[config.mk]
export PLATFORM = sky130hd
export DESIGN_NAME = alu_issue_ctrl
export DESIGN_NICKNAME = d
export VERILOG_FILES = /design/src/rtl/alu_issue_ctrl.sv
export SDC_FILE = /design/constraint.sdc
export NUM_CORES = 1
export LEC_CHECK = 0
export ABC_AREA = 0
export CAP_MARGIN = 40
export CORE_MARGIN = 3
export CORE_UTILIZATION = 37
export DETAILED_ROUTE_END_ITERATION = 10
export PLACE_DENSITY = 0.76
export SYNTH_ARGS = -nofsm -noshare
export SYNTH_HDL_FRONTEND = slang
export SYNTH_SLANG_ARGS = --single-unit
[constraint.sdc]
create_clock -name clk -period 1.6 [get_ports clk]
set_input_delay 0.48 -clock clk [delete_from_list [all_inputs] [get_ports clk]]
set_output_delay 0.48 -clock clk [all_outputs]
set_load 0.05 [all_outputs]
[src/rtl/alu_issue_ctrl.sv]
// Issue/retire controller for the 16-bit ALU.
// Decodes, gates on the CCR, drives the ALU and hands results to the register file.
module alu_issue_ctrl (
  input  logic        clk,
  input  logic        rst_n,
  input  logic        instr_valid,
  output logic        instr_ready,
  input  logic [15:0] instr,
  input  logic [15:0] operand_a,
  input  logic [15:0] operand_b,
  output logic [2:0]  alu_control,
  output logic [15:0] bus_a,
  output logic [15:0] bus_b,
  output logic        carry_flag,
  output logic        zero_flag,
  input  logic [15:0] alu_result,
  input  logic        alu_carry,
  output logic        wb_valid,
  input  logic        wb_ready,
  output logic [2:0]  wb_addr,
  output logic [15:0] wb_data,
  output logic        illegal
);

  typedef enum logic [1:0] {
    IDLE,
    EXEC,
    WB
  } state_t;

  typedef struct packed {
    logic        legal;
    logic [2:0]  op;
    logic [15:0] b;
    logic [2:0]  dst;
    logic        need_c;
    logic        need_z;
  } dec_t;

  state_t      state_q;
  logic [2:0]  alu_q;
  logic [15:0] bus_a_q;
  logic [15:0] bus_b_q;
  logic [2:0]  dst_q;
  logic        carry_q;
  logic        zero_q;
  logic        wb_valid_q;
  logic [2:0]  wb_addr_q;
  logic [15:0] wb_data_q;
  logic        illegal_q;

  logic [3:0]  opcode;
  logic [1:0]  cz;
  logic [2:0]  rb;
  logic [2:0]  rc;
  logic [15:0] imm_sx;
  logic        op_alu;
  logic        op_adi;
  logic        op_nd;
  logic        cond_ok;
  logic        add_fam;
  logic        unused_ra;
  dec_t        dec_d;

  assign opcode = instr[15:12];
  assign rb     = instr[8:6];
  assign rc     = instr[5:3];
  assign cz     = instr[1:0];
  assign imm_sx = {{10{instr[5]}}, instr[5:0]};
  assign op_alu = (opcode == 4'b0000);
  assign op_adi = (opcode == 4'b0001);
  assign op_nd  = (opcode == 4'b0010);

  // ra only selects the operand upstream
  assign unused_ra = ^instr[11:9];

  always_comb begin
    dec_d.legal  = 1'b0;
    dec_d.op     = 3'b000;
    dec_d.b      = operand_b;
    dec_d.dst    = rc;
    dec_d.need_c = 1'b0;
    dec_d.need_z = 1'b0;
    unique case (1'b1)
      (op_alu && cz == 2'b00): begin
        dec_d.legal = 1'b1;
        dec_d.op    = 3'b000;
      end
      (op_alu && cz == 2'b10): begin
        dec_d.legal  = 1'b1;
        dec_d.op     = 3'b001;
        dec_d.need_c = 1'b1;
      end
      (op_alu && cz == 2'b01): begin
        dec_d.legal  = 1'b1;
        dec_d.op     = 3'b010;
        dec_d.need_z = 1'b1;
      end
      (op_alu && cz == 2'b11): begin
        dec_d.legal = 1'b1;
        dec_d.op    = 3'b011;
        dec_d.b     = {operand_b[14:0], 1'b0};
      end
      op_adi: begin
        dec_d.legal = 1'b1;
        dec_d.op    = 3'b111;
        dec_d.b     = imm_sx;
        dec_d.dst   = rb;
      end
      (op_nd && cz == 2'b00): begin
        dec_d.legal = 1'b1;
        dec_d.op    = 3'b100;
      end
      (op_nd && cz == 2'b10): begin
        dec_d.legal  = 1'b1;
        dec_d.op     = 3'b101;
        dec_d.need_c = 1'b1;
      end
      (op_nd && cz == 2'b01): begin
        dec_d.legal  = 1'b1;
        dec_d.op     = 3'b110;
        dec_d.need_z = 1'b1;
      end
      default: ;
    endcase
  end

  assign cond_ok = !(dec_d.need_c && !carry_q) &&
                   !(dec_d.need_z && !zero_q);

  // NAND ops are 100/101/110; everything else adds
  assign add_fam = !alu_q[2] || (alu_q == 3'b111);

  always_ff @(posedge clk or negedge rst_n) begin
    if (!rst_n) begin
      state_q    <= IDLE;
      alu_q      <= 3'b000;
      bus_a_q    <= 16'h0000;
      bus_b_q    <= 16'h0000;
      dst_q      <= 3'b000;
      carry_q    <= 1'b0;
      zero_q     <= 1'b0;
      wb_valid_q <= 1'b0;
      wb_addr_q  <= 3'b000;
      wb_data_q  <= 16'h0000;
      illegal_q  <= 1'b0;
    end else begin
      illegal_q <= 1'b0;
      unique case (state_q)
        IDLE: begin
          if (instr_valid) begin
            if (!dec_d.legal) begin
              illegal_q <= 1'b1;
            end else if (cond_ok) begin
              alu_q   <= dec_d.op;
              bus_a_q <= operand_a;
              bus_b_q <= dec_d.b;
              dst_q   <= dec_d.dst;
              state_q <= EXEC;
            end
          end
        end
        EXEC: begin
          wb_data_q  <= alu_result;
          zero_q     <= (alu_result == 16'h0000);
          if (add_fam) carry_q <= alu_carry;
          wb_addr_q  <= dst_q;
          wb_valid_q <= 1'b1;
          state_q    <= WB;
        end
        WB: begin
          if (wb_ready) begin
            wb_valid_q <= 1'b0;
            state_q    <= IDLE;
          end
        end
        default: state_q <= IDLE;
      endcase
    end
  end

  assign instr_ready = (state_q == IDLE);
  assign alu_control = alu_q;
  assign bus_a       = bus_a_q;
  assign bus_b       = bus_b_q;
  assign carry_flag  = carry_q;
  assign zero_flag   = zero_q;
  assign wb_valid    = wb_valid_q;
  assign wb_addr     = wb_addr_q;
  assign wb_data     = wb_data_q;
  assign illegal     = illegal_q;

endmodule

==> impl_results.md <==
* Synth Area per Inst at 13.8 um^2
* Slew @ Worst Pin at 443 ps
* CP max FO at 6
* Area after DPL at 4960 um^2
* Mux contribution to synthesized area at 24.9%
* Synthesized flop and latch total at 63
* Peak supply drop at 0.00104 V
* DRC Markers at 0
* Commonest cells after routing, fill and taps aside: buf_12 (64), dfrtp_1 (63), clkdlybuf4s50_1 (57)
* Setup crit end kind: flip-flop
* Clk_skew at 9.65 ps
* Synth area leaders: dfrtp_1 (56%), mux2_2 (20%), a221o_1 (5.0%), mux2_4 (3.7%), buf_6 (1.2%)
* RSZ-0062 raised after global routing: yes
* Flop-to-flop setup slack at -160 ps
* Pwr/cell area at 1610 nW/um^2
* Failing checks: setup timing
* Clock share of power at 14.8%
* Final setup viols at 35
* Top cell type's share of synthesized area at 56.1%
* Fin crit share at 110%
* Port bufs at 124
* Slowest-stage cell, CP: or3b_4
* Netlist cell types at 30
* EDFF count, synth at 0
* Worst path cell trace: or3b_4 -> nor2_4 -> o311ai_4 -> buf_12 -> buf_12 -> mux2_4
* Worst-Skew Late Latency at 340 ps
* Chip height at 93.2 um
* Net Switching at 3.36 mW
* Largest net degree at the start of global routing at 64
* CTS max path bufs at 2
* Final Max Slew Viols at 0
* Maxcap violations at 0
* Family with the most delay on the worst path: simple AND/OR/NAND/NOR gates
* Core Region at 7290 um^2
* Routed length per instance at 17.4 um
* Worst Setup Start Kind: flip-flop
* Number of H-tree levels at 3
* GR Util All Layers at 18.9%
* Worst setup margin at -155 ps
* Vias per cell at 5.09
* Detailed placement HPWL at 5770 um
* Syn. warnings at 0
* Post-Syn Area at 2810 um^2
* Antenna-violating nets left at 0
* Sequential cell fraction of total power at 30.5%
* Post-synth top area cell: dfrtp_1
* Layout cells sized above 1 at 51.0%
* Top FF cell, synth: dfrtp_1
* R2R depth at 6
* DRT iter0 DRCs at 74
* Die W at 93.2 um
* RePlAce Congestion at 0.767
* Post-synthesis sequential area ratio at 56.1%
* Layout Nets at 432
* Status: finished with violations
* Internal at 5.20 mW
* Switching share of total power at 39.3%
* FFs w/ async S/R, synth at 100%
* Row cnt at 31
* Critical path arrival at 1970 ps
* Crit-path most repeated cell: buf_12
* DRT Pass-1 Iters at 4
* Grt ovf at 0
* Ant. Diodes at 0
* Hold WS at 146 ps
* Final hold violation count at 0
* Worst path bufs/invs at 2
* Req. time, crit path at 1820 ps
* CTS sink count at 63
* Worst R2R End: bus_a[9]
* Final worst path period need at 1760 ps
* CTS Hold Bufs at 0
* Slew HR at 70.2%
* Fmax at 570 MHz
* Compound-cell area share of the yosys netlist at 8.46%
* Global-route wire length before repair at 12600 um
* Largest family of logic cells by synthesized area: multiplexers
* # IOs at 128
* Comb pwr share at 54.7%
* Adder-cell share of the synthesized area at 0%
* # fillers at 506
* Final instance area at 5310 um^2
* Clock root buffer: clkbuf_8
* Area growth, synth to finish at 89.0%
* Initial antenna violation count at 0
* Slowest Stage Delay on Critical Path at 420 ps
* Vias in the first global route at 2485
* Clock transition at path regs at 70 ps
* Post-Syn Instances at 203
* Crit Path Category: reg -> reg
* Routed vias at 2370
* Final WL at 8110 um
* Initial Utilization at 38.5%
* Hold Path Class: in -> async
* Simple-Gate Fraction of Synth Area at 7.21%
* Leakage Power at 2.40 nW
* Commonest non-fill, non-tap cell in the layout: buf_12
* TritonCTS clock tree: yes
* Post-synthesis xor/xnor area fraction at 0%
* Clock buffer count from CTS at 9
* Worst R2R Start: state_q[1]
* Full die area at 8680 um^2
* Post-Synthesis Net Count at 272
[how the worst max path moves through the flow]
stage,endpoint,cells after the start,from
finish,bus_a[9],6,state_q[1]
global route,bus_a[9],6,state_q[1]
CTS,bus_a[9],6,state_q[0]
detailed placement,bus_b[13],5,instr[13]
global placement,bus_b[12],5,instr[13]
floorplan,bus_a[10],7,instr[1]
[power by group through the flow]
stage          logic [mW]  registers (mW)  clock network, mW
2_1_floorplan       0.592            4.01                  0
5_1_grt              4.83            2.67               1.35
6_report             4.68            2.61               1.27
3_5_place_dp         4.66            2.64                  0
4_1_cts              4.71            2.62               1.28
3_3_place_gp         4.60            2.61                  0
[registers in the layout, indices dropped and copies added, names as in the netlist]
register	flops
illegal	1
alu_control	3
wb_valid	1
bus_b	16
wb_addr	3
zero_flag	1
dst_q	3
state_q	2
wb_data	16
bus_a	16
carry_flag	1
[layer usage]
| metal | share of wire [%] | global-route usage, % | up-vias |
|---|---|---|---|
| met3 | 7.2 | 4.99 | 10 |
| met5 | 0 | 0 | - |
| met2 | 52 | 32.5 | 91 |
| met4 | 1.3 | 6.96 | 0 |
| li1 | - | - | 1075 |
| met1 | 40 | 22.7 | 1194 |
[area by class of cell]
class	count	area, um^2	share of cell area, %
timing repair buffer	160	2170	40.9
sequential	63	1580	29.7
multi-input combinational	123	1240	23.4
clock buffer	15	176	3.32
tap	99	124	2.33
inverter	6	22.5	0.424
[timing repair]
item                                    CTS  global route
cloned                                    2             2
pin swaps                                 6             9
resized for setup                        24            14
endpoints found under the hold margin     0             0
setup buffers                             6             4
endpoints found under the setup margin   40            39
[cells by family (layout without fill, tap and decap cells)]
group	Yosys count	count (layout)
AND/OR/NAND/NOR	32	33
flip-flops	63	63
multiplexers	60	60
AO/OA/AOI/OAI	30	30
buffers and inverters	18	181
[per-stage QoR]
step	instances	util, %	worst slack (ps)	TNS [ps]	power (mW)
2_1_floorplan	203	-	-209	-5290	4.60
3_3_place_gp	440	68.1	-694	-25870	7.21
3_5_place_dp	440	68.1	-727	-26900	7.30
4_1_cts	462	72.7	-154	-4710	8.61
5_1_grt	466	72.8	-209	-6390	8.85
6_report	466	72.8	-155	-4550	8.56
[cell usage after synthesis, types with 3 or more instances]
master / instances
nand2b_1: 3
o21ai_0: 3
buf_2: 3
mux2_4: 7
a221o_1: 14
mux2_2: 51
inv_1: 6
dfrtp_1: 63
nor4_1: 5
and3_1: 4
buf_6: 3
nand2_1: 7
clkbuf_1: 5
nor2_1: 4
a21oi_1: 6
Note: power is estimated with default switching activity, not from simulation.
